File: config.mk
export PLATFORM = sky130hd
export DESIGN_NAME = bip_control_unit
export DESIGN_NICKNAME = d
export VERILOG_FILES = /design/src/rtl/bip_pkg.sv /design/src/rtl/bip_op_decode.sv /design/src/rtl/bip_control_unit.sv
export SDC_FILE = /design/constraint.sdc
export NUM_CORES = 1
export LEC_CHECK = 0
export ABC_AREA = 1
export CAP_MARGIN = 25
export CORE_MARGIN = 3
export CORE_UTILIZATION = 40
export DETAILED_ROUTE_END_ITERATION = 6
export PLACE_DENSITY = 0.65
export SYNTH_ARGS = -nofsm -noshare
export SYNTH_HDL_FRONTEND = slang
export SYNTH_SLANG_ARGS = --single-unit
File: constraint.sdc
create_clock -name clk -period 2.3 [get_ports clk]
set_input_delay 0.345 -clock clk [delete_from_list [all_inputs] [get_ports clk]]
set_output_delay 0.345 -clock clk [all_outputs]
set_load 0.01 [all_outputs]
File: src/rtl/bip_pkg.sv
`default_nettype none
// ============================================================================
// Module      : bip_pkg
// Description : Shared opcodes, select/ALU encodings, FSM states and
//               instruction classes for the BIP multi-cycle control unit.
// Revision    : 1.0 - initial release
// ============================================================================
package bip_pkg;

  // Instruction opcodes (low five bits of the opcode field)
  localparam logic [4:0] OP_HALT = 5'b00000;
  localparam logic [4:0] OP_STO  = 5'b00001;
  localparam logic [4:0] OP_LD   = 5'b00010;
  localparam logic [4:0] OP_LDI  = 5'b00011;
  localparam logic [4:0] OP_ADD  = 5'b00100;
  localparam logic [4:0] OP_ADDI = 5'b00101;
  localparam logic [4:0] OP_SUB  = 5'b00110;
  localparam logic [4:0] OP_SUBI = 5'b00111;
  localparam logic [4:0] OP_BEQ  = 5'b01000;
  localparam logic [4:0] OP_BNE  = 5'b01001;
  localparam logic [4:0] OP_JMP  = 5'b01010;
  localparam logic [4:0] OP_AND  = 5'b01011;
  localparam logic [4:0] OP_ANDI = 5'b01100;
  localparam logic [4:0] OP_OR   = 5'b01101;
  localparam logic [4:0] OP_ORI  = 5'b01110;

  // Accumulator input select
  localparam logic [1:0] SEL_A_RAM = 2'b00;
  localparam logic [1:0] SEL_A_IMM = 2'b01;
  localparam logic [1:0] SEL_A_ALU = 2'b10;

  // ALU operation
  localparam logic [1:0] ALU_SUB = 2'b00;
  localparam logic [1:0] ALU_ADD = 2'b01;
  localparam logic [1:0] ALU_AND = 2'b10;
  localparam logic [1:0] ALU_OR  = 2'b11;

  typedef enum logic [2:0] {
    IDLE     = 3'd0,
    FETCH    = 3'd1,
    EXEC     = 3'd2,
    MEM_WAIT = 3'd3,
    HALTED   = 3'd4
  } state_t;

  typedef enum logic [2:0] {
    CL_IMM     = 3'd0,
    CL_MEM     = 3'd1,
    CL_STORE   = 3'd2,
    CL_BEQ     = 3'd3,
    CL_BNE     = 3'd4,
    CL_JUMP    = 3'd5,
    CL_HALT    = 3'd6,
    CL_ILLEGAL = 3'd7
  } op_class_t;

endpackage
`default_nettype wire

File: src/rtl/bip_op_decode.sv
`default_nettype none
// ============================================================================
// Module      : bip_op_decode
// Description : Combinational opcode classifier: instruction class, datapath
//               selects, ALU op and control flags for one opcode.
// Revision    : 1.0 - initial release
// ============================================================================
module bip_op_decode
  import bip_pkg::*;
#(
  parameter int OPCODE_W = 5
) (
  input  logic [OPCODE_W-1:0] ir,
  output op_class_t           op_class,
  output logic [1:0]          sel_a,
  output logic                sel_b,
  output logic [1:0]          op,
  output logic                uses_ram,
  output logic                is_store,
  output logic                is_branch,
  output logic                legal
);

  logic upper_zero;

  // Opcode bits above the five defined ones must be zero for a legal opcode
  generate
    if (OPCODE_W > 5) begin : g_wide
      assign upper_zero = (ir[OPCODE_W-1:5] == '0);
    end else begin : g_narrow
      assign upper_zero = 1'b1;
    end
  endgenerate

  // Classify the opcode and derive the datapath selects it needs
  always_comb begin
    op_class  = CL_ILLEGAL;
    sel_a     = SEL_A_RAM;
    sel_b     = 1'b0;
    op        = ALU_SUB;
    uses_ram  = 1'b0;
    is_store  = 1'b0;
    is_branch = 1'b0;
    case (ir[4:0])
      OP_HALT: op_class = CL_HALT;
      OP_STO:  begin op_class = CL_STORE; is_store = 1'b1; end
      OP_LD:   begin op_class = CL_MEM; uses_ram = 1'b1; sel_a = SEL_A_RAM; end
      OP_LDI:  begin op_class = CL_IMM; sel_a = SEL_A_IMM; sel_b = 1'b1; end
      OP_ADD:  begin op_class = CL_MEM; uses_ram = 1'b1; sel_a = SEL_A_ALU; op = ALU_ADD; end
      OP_ADDI: begin op_class = CL_IMM; sel_a = SEL_A_ALU; sel_b = 1'b1; op = ALU_ADD; end
      OP_SUB:  begin op_class = CL_MEM; uses_ram = 1'b1; sel_a = SEL_A_ALU; op = ALU_SUB; end
      OP_SUBI: begin op_class = CL_IMM; sel_a = SEL_A_ALU; sel_b = 1'b1; op = ALU_SUB; end
      OP_BEQ:  begin op_class = CL_BEQ;  is_branch = 1'b1; end
      OP_BNE:  begin op_class = CL_BNE;  is_branch = 1'b1; end
      OP_JMP:  begin op_class = CL_JUMP; is_branch = 1'b1; end
      OP_AND:  begin op_class = CL_MEM; uses_ram = 1'b1; sel_a = SEL_A_ALU; op = ALU_AND; end
      OP_ANDI: begin op_class = CL_IMM; sel_a = SEL_A_ALU; sel_b = 1'b1; op = ALU_AND; end
      OP_OR:   begin op_class = CL_MEM; uses_ram = 1'b1; sel_a = SEL_A_ALU; op = ALU_OR; end
      OP_ORI:  begin op_class = CL_IMM; sel_a = SEL_A_ALU; sel_b = 1'b1; op = ALU_OR; end
      default: op_class = CL_ILLEGAL;
    endcase
    if (!upper_zero) begin
      op_class  = CL_ILLEGAL;
      uses_ram  = 1'b0;
      is_store  = 1'b0;
      is_branch = 1'b0;
    end
    legal = (op_class != CL_ILLEGAL);
  end

endmodule
`default_nettype wire

File: src/rtl/bip_control_unit.sv
`default_nettype none
// ============================================================================
// Module      : bip_control_unit
// Description : Multi-cycle BIP control FSM (fetch / execute / memory-wait)
//               with configurable data-RAM read latency, halt and
//               illegal-opcode trap, and a retired-instruction counter.
//               All control outputs are registered.
// Revision    : 1.0 - initial release
// ============================================================================
module bip_control_unit
  import bip_pkg::*;
#(
  parameter int OPCODE_W = 5,
  parameter int RAM_LAT  = 1,
  parameter int CNT_W    = 16
) (
  input  logic                clk,
  input  logic                rst_n,
  input  logic                run,
  input  logic                instr_valid,
  input  logic [OPCODE_W-1:0] Opcode,
  input  logic                acc_zero,
  output logic                WrPC,
  output logic                SelPC,
  output logic [1:0]          SelA,
  output logic                SelB,
  output logic                WrAcc,
  output logic [1:0]          Op,
  output logic                WrRam,
  output logic                RdRam,
  output logic                halted,
  output logic                illegal,
  output logic [CNT_W-1:0]    retired
);

  // Wait counter preload so that the final MEM_WAIT cycle sits at count 0
  localparam logic [2:0] LAT_M1 = (RAM_LAT > 0) ? 3'(RAM_LAT - 1) : 3'd0;

  state_t              state;
  logic [OPCODE_W-1:0] ir;
  logic [2:0]          wait_cnt;

  logic [OPCODE_W-1:0] dec_in;
  op_class_t           dec_class;
  logic [1:0]          dec_sel_a;
  logic                dec_sel_b;
  logic [1:0]          dec_op;
  logic                dec_uses_ram;
  logic                dec_is_store;
  logic                dec_is_branch;
  logic                dec_legal;
  logic                branch_taken;

  // In FETCH the opcode about to be latched is decoded so the first execute
  // cycle's outputs can be registered; afterwards the held IR is decoded.
  assign dec_in = (state == FETCH) ? Opcode : ir;

  bip_op_decode #(
    .OPCODE_W (OPCODE_W)
  ) u_decode (
    .ir        (dec_in),
    .op_class  (dec_class),
    .sel_a     (dec_sel_a),
    .sel_b     (dec_sel_b),
    .op        (dec_op),
    .uses_ram  (dec_uses_ram),
    .is_store  (dec_is_store),
    .is_branch (dec_is_branch),
    .legal     (dec_legal)
  );

  // acc_zero is sampled at fetch, when the previous instruction's write is done
  assign branch_taken = (dec_class == CL_JUMP) ||
                        ((dec_class == CL_BEQ) &&  acc_zero) ||
                        ((dec_class == CL_BNE) && !acc_zero);

  // Instruction sequencer, wait counter, retired counter and registered outputs
  always_ff @(posedge clk or negedge rst_n) begin
    if (!rst_n) begin
      state    <= IDLE;
      ir       <= '0;
      wait_cnt <= '0;
      retired  <= '0;
      WrPC     <= 1'b0;
      SelPC    <= 1'b0;
      SelA     <= SEL_A_RAM;
      SelB     <= 1'b0;
      WrAcc    <= 1'b0;
      Op       <= ALU_SUB;
      WrRam    <= 1'b0;
      RdRam    <= 1'b0;
      halted   <= 1'b0;
      illegal  <= 1'b0;
    end else begin
      if (WrPC) begin
        retired <= retired + CNT_W'(1);
      end
      // Strobes are single-cycle unless a state explicitly re-asserts them
      WrPC  <= 1'b0;
      SelPC <= 1'b0;
      SelA  <= SEL_A_RAM;
      SelB  <= 1'b0;
      WrAcc <= 1'b0;
      Op    <= ALU_SUB;
      WrRam <= 1'b0;
      RdRam <= 1'b0;
      case (state)
        IDLE: begin
          if (run) begin
            state <= FETCH;
          end
        end
        FETCH: begin
          if (instr_valid) begin
            ir <= Opcode;
            if (!dec_legal) begin
              state   <= HALTED;
              illegal <= 1'b1;
            end else if (dec_class == CL_HALT) begin
              state  <= HALTED;
              halted <= 1'b1;
            end else begin
              state <= EXEC;
              if (dec_is_store) begin
                WrRam <= 1'b1;
                WrPC  <= 1'b1;
              end else if (dec_is_branch) begin
                WrPC  <= 1'b1;
                SelPC <= branch_taken;
              end else if (dec_uses_ram) begin
                RdRam <= 1'b1;
                SelA  <= dec_sel_a;
                SelB  <= dec_sel_b;
                Op    <= dec_op;
                if (RAM_LAT == 0) begin
                  WrAcc <= 1'b1;
                  WrPC  <= 1'b1;
                end
              end else begin
                WrAcc <= 1'b1;
                WrPC  <= 1'b1;
                SelA  <= dec_sel_a;
                SelB  <= dec_sel_b;
                Op    <= dec_op;
              end
            end
          end
        end
        EXEC: begin
          if (dec_uses_ram && (RAM_LAT != 0)) begin
            state    <= MEM_WAIT;
            wait_cnt <= LAT_M1;
            RdRam    <= 1'b1;
            SelA     <= dec_sel_a;
            SelB     <= dec_sel_b;
            Op       <= dec_op;
            if (LAT_M1 == 3'd0) begin
              WrAcc <= 1'b1;
              WrPC  <= 1'b1;
            end
          end else begin
            state <= FETCH;
          end
        end
        MEM_WAIT: begin
          if (wait_cnt == 3'd0) begin
            state <= FETCH;
          end else begin
            wait_cnt <= wait_cnt - 3'd1;
            RdRam    <= 1'b1;
            SelA     <= dec_sel_a;
            SelB     <= dec_sel_b;
            Op       <= dec_op;
            if (wait_cnt == 3'd1) begin
              WrAcc <= 1'b1;
              WrPC  <= 1'b1;
            end
          end
        end
        HALTED: begin
          state <= HALTED;
        end
        default: begin
          state <= IDLE;
        end
      endcase
    end
  end

endmodule
`default_nettype wire

==> metrics.cfg, run 1 <==
[status]
status=complete, no violations

[power_and_ir_drop]
p_per_area_mw_per_mm2=1240
p_leak_nw=1.28
vdd_ir_drop_max_v=0.000715

[critical_path]
crit_family=simple AND/OR/NAND/NOR gates
cp-startpoint=state[2]$_DFFE_PN0P_
cp-endpoint=WrAcc$_DFF_PN0_
cp-end-kind=register
r2r_end=WrAcc$_DFF_PN0_
start_kind=register
arrival_ps=2130
crit_fanout=13
required_ps=2490
cpPeakStageDelay_ps=410
crit_type=reg -> reg
cp_common_cell=nand2_1
r2r-start=state[2]$_DFFE_PN0P_
rrSetupSlack_ps=360
crit_slowest_cell=dfrtp_1
r2r_cells=12
path_buf_inv=3
crit_chain=inv_2 > nand3_4 > nand2_1 > nand2_1 > inv_1 > nor2_4 > nand2_2 > nand3_4 > nand2_4 > inv_2 > a21oi_2 > nand2_1
path_depth=12

[timing]
period_share_pct=84.4
finClkSkew_ps=8.27
fmax_mhz=515
drv_slew=0
finalSetupTns_ps=0
tightest_slew_ps=859
fin_crit_ps=1940
whs_ps=155
final.setup.worst_slack_ps=358
hold_violations=0
rsz0062_at_grt=false
setup_viol=0
max_slew_margin_pct=42.7

[clock_tree]
cts_tree=yes
cts_buffer_depth=2
cts_resized=0
cts_root_buffer=clkbuf_8
cts_buffers=5
path_clk_slew_ps=80
cts-hold-fix-buffers=0
htree_levels=2
clock-sinks=39
post_cts_buffers=0
clock_latency_ps=300

[yosys]
synth_edf_count=0
synth_area_leader_cell=dfrtp_1
synthTopCellsByArea=dfrtp_1 (46%), nand2_1 (9.0%), nand3_1 (4.9%)
postSynthCellCount=236
syn_area_mm2=0.00213
ys_types=35
ys.flop_type=dfrtp_1
ys_warn_count=0
seq_area_frac_synth_pct=45.8
synth_nets=250
ys_async_sr_fraction_pct=100
synth.avg_cell_area_um2=9.03
synth_top_area_share_pct=45.8
ys_seq_elements=39

[grt]
grt_pass1_wl_mm=7.95
antenna_found_initial=0
overflow=0
grt_usage_pct=16.3
grt_max_degree=40
grt_pass1_vias=1743

[placed_design]
place_ws_ps=255
dp_hpwl_mm=3.31
globalplace.congestion=0.870
port-buffer-count=37
dpl_cell_area_mm2=0.00258

[route]
drt_pass1_iterations=4
ant_nets=0
dr.first_iter.drc_count=59
vias_per_cell=4.81
wl_per_cell_um=12.6
vias=1679
drt-total-wl_mm=4.39
drc_errors=0

[floorplan]
ioPinCount=38
fp-row-count=25
die_height_um=79.0
fp.coreArea_mm2=0.00494
die-area_mm2=0.00624
die_x_um=79.0
floorplan.initialDensity_pct=43.1

[final_layout]
final_nets=295
final_layout_size_suffix_gt1_share_pct=16.7
syn_to_final_growth_pct=27.5
antenna_cells=0
utilization_pct=55.0
post-route-cell-area_mm2=0.00272

[worst_hold_path]
hold_path.class=in -> async

[run]
cap_violations=0

[stage by stage]
stage | instances | total power [mW]
2_1_floorplan | 236 | 2.25
3_3_place_gp | 341 | 2.69
3_5_place_dp | 341 | 2.71
4_1_cts | 349 | 3.42
5_1_grt | 349 | 3.65
6_report | 349 | 3.38
[flip-flops by register name, indices dropped and copies added, names as in the netlist]
| name | count |
|---|---|
| illegal | 1 |
| WrRam | 1 |
| SelA | 2 |
| state | 3 |
| WrAcc | 1 |
| ir | 5 |
| RdRam | 1 |
| SelB | 1 |
| Op | 2 |
| retired | 16 |
| WrPC | 1 |
| wait_cnt | 3 |
| SelPC | 1 |
| halted | 1 |
[cell families after synthesis]
| group | Yosys count | share of synthesized area (%) |
|---|---|---|
| multiplexers | 1 | 0.528 |
| XOR/XNOR | 14 | 5.75 |
| flip-flops | 39 | 45.8 |
| AND/OR/NAND/NOR | 126 | 31.6 |
| adder cells (fa/ha/maj) | 4 | 2.35 |
| buffers and inverters | 31 | 6.10 |
| AO/OA/AOI/OAI | 21 | 7.86 |
[layout by cell type, fill, tap and decap left out, types with 2 or more instances in the layout]
master,synthesis,routed
nand2_2,6,6
bufinv_16,0,2
clkdlybuf4s50_1,0,36
o21ai_0,5,5
nor2_1,22,22
o211ai_1,2,2
nand3_4,2,2
inv_1,21,21
dfrtp_1,39,39
xnor2_1,6,6
buf_4,0,3
nand3b_1,2,2
xor2_1,8,8
nand2_4,5,5
o21a_1,3,3
clkbuf_8,0,5
nor3_1,2,2
o21bai_1,2,2
nand4_1,6,6
nor2_4,4,4
nand2_1,51,51
o31ai_1,2,2
ha_1,4,4
inv_2,7,7
nand3_1,21,21
o21ai_2,3,3
[final cells by class]
class / count / area (um^2)
Fill cell: 474 / 2220
Multi-Input combinational cell: 166 / 1030
Sequential cell: 39 / 976
Timing Repair Buffer: 40 / 388
Inverter: 29 / 111
Tap cell: 67 / 83.8
Clock buffer: 6 / 72.6
Clock inverter: 2 / 60.1
[worst min-delay path by stage]
stage | startpoint | end | slack [ps] | cells past startpoint
2_1_floorplan | rst_n | Op[0]$_DFF_PN0_ | 50 | 0
3_3_place_gp | ir[1]$_DFFE_PN0P_ | ir[1]$_DFFE_PN0P_ | 460 | 2
3_5_place_dp | illegal$_DFFE_PN0P_ | illegal$_DFFE_PN0P_ | 460 | 1
4_1_cts | rst_n | state[0]$_DFFE_PN0P_ | 180 | 1
5_1_grt | rst_n | retired[14]$_DFFE_PN0P_ | 230 | 1
6_report | rst_n | ir[1]$_DFFE_PN0P_ | 160 | 1
[power breakdown]
part	internal (mW)	switching, mW
Sequential	0.857	0.140
Combinational	0.629	1.06
Clock	0.434	0.251
[Yosys cell counts (2+ instances only)]
| cell | count |
|---|---|
| nor2_4 | 4 |
| nand2_4 | 5 |
| xor2_1 | 8 |
| xnor2_1 | 6 |
| o21bai_1 | 2 |
| nor3_1 | 2 |
| nor2_1 | 22 |
| o211ai_1 | 2 |
| nand2_2 | 6 |
| dfrtp_1 | 39 |
| nand4_1 | 6 |
| inv_1 | 21 |
| o21ai_2 | 3 |
| nand2_1 | 51 |
| o21ai_0 | 5 |
| inv_2 | 7 |
| ha_1 | 4 |
| o21a_1 | 3 |
| nand3_4 | 2 |
| nand3_1 | 21 |
| nand3b_1 | 2 |
| o31ai_1 | 2 |
[per-layer routing]
layer	vias up	GRT usage [%]	wire, um
met5	-	0	0
met4	0	7.22	74
met3	7	3.29	165
met2	36	28.1	2190
met1	787	19.6	1960
li1	849	-	-
[worst reg2reg max path, cell delays in order, from the launching register on]
cell,delay [ps]
dfrtp_1,410
inv_2,120
nand3_4,210
nand2_1,130
nand2_1,140
inv_1,200
nor2_4,80
nand2_2,110
nand3_4,110
nand2_4,100
inv_2,40
a21oi_2,120
nand2_1,60
(Power assumes the default switching activity.)
==> inputs of run 2 (changes only) <==
==> constraint.sdc (replaced) <==
create_clock -name clk -period 2.02 [get_ports clk]
set_input_delay 0.303 -clock clk [delete_from_list [all_inputs] [get_ports clk]]
set_output_delay 0.303 -clock clk [all_outputs]
set_load 0.01 [all_outputs]
==> run 2 against run 1 <==
Effect of this change:
- clock skew rose by 1.3 ps
- flip-flop and latch count did not move
- non-clock buffer count rose by 7
- global-route usage fell by 1.1 points
- worst setup slack got worse by 180 ps
- core utilization rose by 1.7 points
- fmax rose by 5.2%
==> metrics.cfg, run 2 (synthesized netlist as in run 1, its figures left out) <==
[status]
status=complete, no violations

[critical_path]
required_ps=2210  ; -280 ps
crit_fanout=6  ; -7
crit_type=reg -> reg
start_kind=register
r2r_end=WrAcc$_DFF_PN0_
r2r-start=state[2]$_DFFE_PN0P_
r2r_cells=12  ; unchanged
rrSetupSlack_ps=170  ; -180 ps
cp-end-kind=register
cp-endpoint=WrAcc$_DFF_PN0_
cp-startpoint=state[2]$_DFFE_PN0P_
arrival_ps=2030  ; -100 ps

[placed_design]
dp_hpwl_mm=3.22  ; -2.4%
port-buffer-count=37  ; unchanged
globalplace.congestion=0.858  ; -1.3%
dpl_cell_area_mm2=0.00262  ; +1.2%
post-place-cells=345  ; +1.2%
place_ws_ps=87.7  ; -167 ps

[floorplan]
fp-row-count=25  ; unchanged
floorplan.initialDensity_pct=43.1  ; unchanged
die_height_um=79.0  ; unchanged
ioPinCount=38  ; unchanged
die-area_mm2=0.00624  ; unchanged
die_x_um=79.0  ; unchanged
fp.coreArea_mm2=0.00494  ; unchanged

[route]
ant_nets=0  ; unchanged
drt_pass1_iterations=4  ; unchanged
vias_per_cell=4.85  ; +0.90%
drt-total-wl_mm=4.24  ; -3.5%
drc_errors=0  ; unchanged
dr.first_iter.drc_count=62  ; +5.1%
wl_per_cell_um=11.9  ; -5.7%
vias=1733  ; +3.2%

[final_layout]
syn_to_final_growth_pct=31.5
final_nets=303  ; +2.7%
largest_reg_flops=16  ; unchanged
antenna_cells=0  ; unchanged
post-route-cell-area_mm2=0.00280  ; +3.1%
fillers=463  ; -2.3%
utilization_pct=56.7  ; +1.7 points
final_layout_size_suffix_gt1_share_pct=20.3  ; +3.7 points
stdcell_count=357  ; +2.3%
ff_latch_area_um2=977  ; +0.13%
largest_registers=retired (16), ir (5)
multi_input_area_mm2=0.00104  ; +1.5%
final_common_cell=nand2_1
most-common-layout-cells=nand2_1 (51), dfrtp_1 (38), clkdlybuf4s50_1 (36)
regMostFlops=retired

[clock_tree]
clock-sinks=39  ; unchanged
cts_buffer_depth=2  ; unchanged
path_clk_slew_ps=80  ; about the same
cts_root_buffer=clkbuf_8
cts_buffers=5  ; unchanged
cts_tree=yes
htree_levels=2  ; unchanged
clock_latency_ps=300  ; about the same

[timing]
max_slew_margin_pct=67.2  ; +24 points
fmax_mhz=542  ; +5.2%
finClkSkew_ps=9.53  ; +1.26 ps
whs_ps=45.3  ; -110 ps
rsz0062_at_grt=false
hold_violations=0  ; unchanged
tightest_slew_ps=493  ; -367 ps
drv_slew=0  ; unchanged
period_share_pct=91.3  ; +6.9 points
final.setup.worst_slack_ps=175  ; -183 ps
finalSetupTns_ps=0  ; unchanged
setup_viol=0  ; unchanged
fin_crit_ps=1850  ; -96.5 ps

[grt]
grt_max_degree=40  ; unchanged
grt_usage_pct=15.2  ; -1.1 points
antenna_found_initial=0  ; unchanged
grt_pass1_vias=1705  ; -2.2%
overflow=0  ; unchanged
grt_pass1_wl_mm=7.47  ; -6.0%

[power_and_ir_drop]
power_mw=3.99  ; +18%
p_leak_nw=1.33  ; +3.2%
vdd_ir_drop_max_v=0.000909  ; +27%
p_per_area_mw_per_mm2=1420  ; +15%

[run]
cap_violations=0  ; unchanged

[worst_hold_path]
hold_path.class=in -> async

[run 2: cell count changes in the layout (fill, tap and decap cells not counted), sizes merged]
cell,before,now
clkinvlp,0,1
clkbuf,6,5
nand3,24,25
buf,4,11
[run 2: final cells by class]
| type | count | area share (%) |
|---|---|---|
| clock buffer | 5 | 2.46 |
| clock inverter | 3 | 2.41 |
| inverter | 29 | 3.97 |
| multi-input combinational | 167 | 37.1 |
| sequential | 39 | 34.9 |
| tap | 67 | 2.99 |
| timing repair buffer | 47 | 16.2 |
[run 2: worst max-delay path, stage by stage (launching register included)]
cell and delay [ps]:
dfrtp_1 410, inv_2 130, nand3_2 200, inv_4 140
nand2_2 70, nand2_4 120, nor2_1 80, nand3_1 140
nand3_4 120, nand2_4 100, inv_2 40, a21oi_2 120
nand2_1 70
[run 2: power breakdown]
group          switching (mW)  internal (mW)
registers               0.131          0.977
clock network           0.289          0.493
logic                    1.26          0.844
total                    1.68           2.31
[run 2: repair_timing]
action                                  4_1_cts  5_1_grt
endpoints found under the hold margin         0        0
hold buffers                                  0        0
resized for setup                             0        3
buffers inserted                              0        3
endpoints found under the setup margin        0        9
[run 2: how the worst min path moves through the flow]
| stage | start | endpoint | slack [ps] |
|---|---|---|---|
| finish | rst_n | retired[2]$_DFFE_PN0P_ | 50 |
| global route | rst_n | retired[3]$_DFFE_PN0P_ | 90 |
| CTS | rst_n | retired[2]$_DFFE_PN0P_ | 70 |
| detailed placement | rst_n | retired[2]$_DFFE_PN0P_ | 390 |
| global placement | rst_n | retired[3]$_DFFE_PN0P_ | 390 |
| floorplan | rst_n | Op[0]$_DFF_PN0_ | 7 |
[run 2: per-layer routing]
layer  track usage, %  part of all wire [%]  vias to the layer above
li1                 -                     -                      872
met1             18.0                    45                      812
met2             26.5                    49                       40
met3             3.97                   4.3                        9
met4             5.15                   1.8                        0
met5                0                     0                        -
==> inputs of run 3 (changes only) <==
--- a/config.mk
+++ b/config.mk
@@ -10,7 +10,6 @@
 export CORE_MARGIN = 3
 export CORE_UTILIZATION = 40
 export DETAILED_ROUTE_END_ITERATION = 6
-export PLACE_DENSITY = 0.65
 export SYNTH_ARGS = -nofsm -noshare
 export SYNTH_HDL_FRONTEND = slang
 export SYNTH_SLANG_ARGS = --single-unit
==> run 3 against run 2 <==
Effect of this change:
- die area is the same
- register-to-register slack is essentially flat
- count of clock-buffer cells in the layout grew 1
- clock power shrank 34%
- critical path type unchanged
- global-route usage grew 0.41 points
- worst setup slack lost 9.6 ps
==> metrics.cfg, run 3 (synthesized netlist as in run 1, its figures left out) <==
[placed_design]
dp_hpwl_mm=3.38  ; +4.9%
globalplace.congestion=0.874  ; +1.8%
port-buffer-count=37  ; unchanged

[floorplan]
fp.coreArea_mm2=0.00494  ; unchanged
die_height_um=79.0  ; unchanged
fp-row-count=25  ; unchanged
floorplan.initialDensity_pct=43.1  ; unchanged
die-area_mm2=0.00624  ; unchanged
die_x_um=79.0  ; unchanged
ioPinCount=38  ; unchanged

[critical_path]
path_buf_inv=1  ; -2
cp-end-kind=register
crit_chain=inv_2 > nand3_4 > nand2_1 > nand2_4 > nor2_1 > nand2_1 > o211ai_1 > nand3_1 > nand3_1
required_ps=2250  ; +40 ps
crit_fanout=6  ; unchanged
cpPeakStageDelay_ps=410  ; about the same
start_kind=register
crit_type=reg -> reg
crit_family=simple AND/OR/NAND/NOR gates
crit_slowest_cell=dfrtp_1
arrival_ps=2090  ; +60 ps

[clock_tree]
cts-hold-fix-buffers=0  ; unchanged
clock_latency_ps=290  ; about the same
cts_root_buffer=clkbuf_8
path_clk_slew_ps=80  ; about the same
cts_tree=yes
cts_buffer_depth=2  ; unchanged
htree_levels=2  ; unchanged
clock-sinks=39  ; unchanged
cts_buffers=5  ; unchanged

[grt]
grt_pass1_vias=1745  ; +2.3%
grtUsageMet2_pct=27.9  ; +1.3 points
grt_usage_pct=15.6  ; +0.41 points
top_usage_layer=met2
overflow=0  ; unchanged
grtUsageMet1_pct=18.0  ; -0.091 points
antenna_found_initial=0  ; unchanged
grt_util_met3_pct=3.97  ; unchanged
grt_max_degree=40  ; unchanged
grt_pass1_wl_mm=7.68  ; +2.8%

[final_layout]
regMostFlops=retired
most-common-layout-cells=nand2_1 (51), dfrtp_1 (38), clkdlybuf4s50_1 (36)
syn_to_final_growth_pct=28.2
largest_registers=retired (16), ir (5)
final_common_cell=nand2_1
largest_reg_flops=16  ; unchanged
antenna_cells=0  ; unchanged
final_nets=302  ; -0.33%
final_layout_size_suffix_gt1_share_pct=19.4  ; -0.97 points

[power_and_ir_drop]
combPwrFrac_pct=55.7  ; +3.0 points
p_switching_mw=1.70  ; +1.1%
p_per_area_mw_per_mm2=1360  ; -4.5%
power_frac_seq_pct=30.4  ; +2.6 points
p_int_mw=2.02  ; -13%
vdd_ir_drop_max_v=0.000798  ; -12%
p_leak_nw=1.29  ; -2.5%
p_clk_share_pct=14.0  ; -5.6 points
p_sw_share_pct=45.6  ; +3.6 points

[timing]
tightest_slew_ps=498  ; +5.34 ps
setup_viol=0  ; unchanged
whs_ps=56.4  ; +11.1 ps
fin_crit_ps=1850  ; +9.64 ps
drv_slew=0  ; unchanged
finalSetupTns_ps=0  ; unchanged
rsz0062_at_grt=false
finClkSkew_ps=5.35  ; -4.18 ps
fmax_mhz=539  ; -0.52%
hold_violations=0  ; unchanged
max_slew_margin_pct=66.8  ; -0.36 points
period_share_pct=91.8  ; +0.48 points

[route]
drt-total-wl_mm=4.52  ; +6.7%
dr.first_iter.drc_count=51  ; -18%
drt_pass1_iterations=4  ; unchanged
vias_per_cell=4.86  ; +0.11%
ant_nets=0  ; unchanged
vias=1730  ; -0.17%
drc_errors=0  ; unchanged
wl_per_cell_um=12.7  ; +7.0%

[status]
status=complete, no violations

[run]
cap_violations=0  ; unchanged

[worst_hold_path]
hold_path.class=in -> async

## run 3: metrics by stage
| step | cell area, um^2 | utilization [%] | power (mW) | setup slack, ps | instances |
|---|---|---|---|---|---|
| global route | 2730 | 55.3 | 4.03 | 3.18 | 356 |
| finish | 2730 | 55.3 | 3.72 | 165 | 356 |
| detailed placement | 2620 | 52.9 | 3.13 | 62.0 | 345 |
| CTS | 2700 | 54.6 | 3.67 | 72.9 | 353 |
| global placement | 2620 | 52.9 | 3.12 | 97.0 | 345 |
| floorplan | 2130 | - | 2.56 | 342 | 236 |
## run 3: final timing paths
path / start / endpoint / slack (ps) / depth (start not counted)
max in group asynchronous: rst_n / state[0]$_DFFE_PN0P_ / 1600 / 2
max reg2reg: state[2]$_DFFE_PN0P_ / Op[0]$_DFF_PN0_ / 170 / 9
min: rst_n / retired[4]$_DFFE_PN0P_ / 60 / 2
min reg2reg: retired[15]$_DFFE_PN0P_ / retired[15]$_DFFE_PN0P_ / 480 / 1
min in group clk: retired[15]$_DFFE_PN0P_ / retired[15]$_DFFE_PN0P_ / 480 / 1
max: state[2]$_DFFE_PN0P_ / Op[0]$_DFF_PN0_ / 170 / 9
## run 3: layout make-up
type	count	area, um^2
clock buffers	6	72.6
clock inverters	2	12.5
fillers	491	2210
inverters	29	111
multi-input cells	167	1040
flip-flops and latches	39	977
well taps	67	83.8
repair buffers	46	433
## run 3: timing repair
item / CTS / global route
setup buffers: 0 / 2
setup endpoints to repair: 0 / 10
resized for setup: 0 / 3
endpoints found under the hold margin: 0 / 0
## run 3: power groups by stage
stage / combinational [mW] / sequential (mW) / clock (mW)
6_report: 2.07 / 1.13 / 0.520
5_1_grt: 2.30 / 1.16 / 0.572
4_1_cts: 2.01 / 1.12 / 0.544
3_5_place_dp: 2.00 / 1.13 / 0
3_3_place_gp: 1.99 / 1.14 / 0
2_1_floorplan: 1.39 / 1.17 / 0
## run 3: routing by layer
| metal | up-vias | routed length, um | part of all wire (%) |
|---|---|---|---|
| met3 | 9 | 219 | 4.8 |
| met4 | 0 | 82 | 1.8 |
| met2 | 45 | 2230 | 49 |
| met5 | - | 0 | 0 |
| li1 | 864 | - | - |
| met1 | 812 | 1980 | 44 |
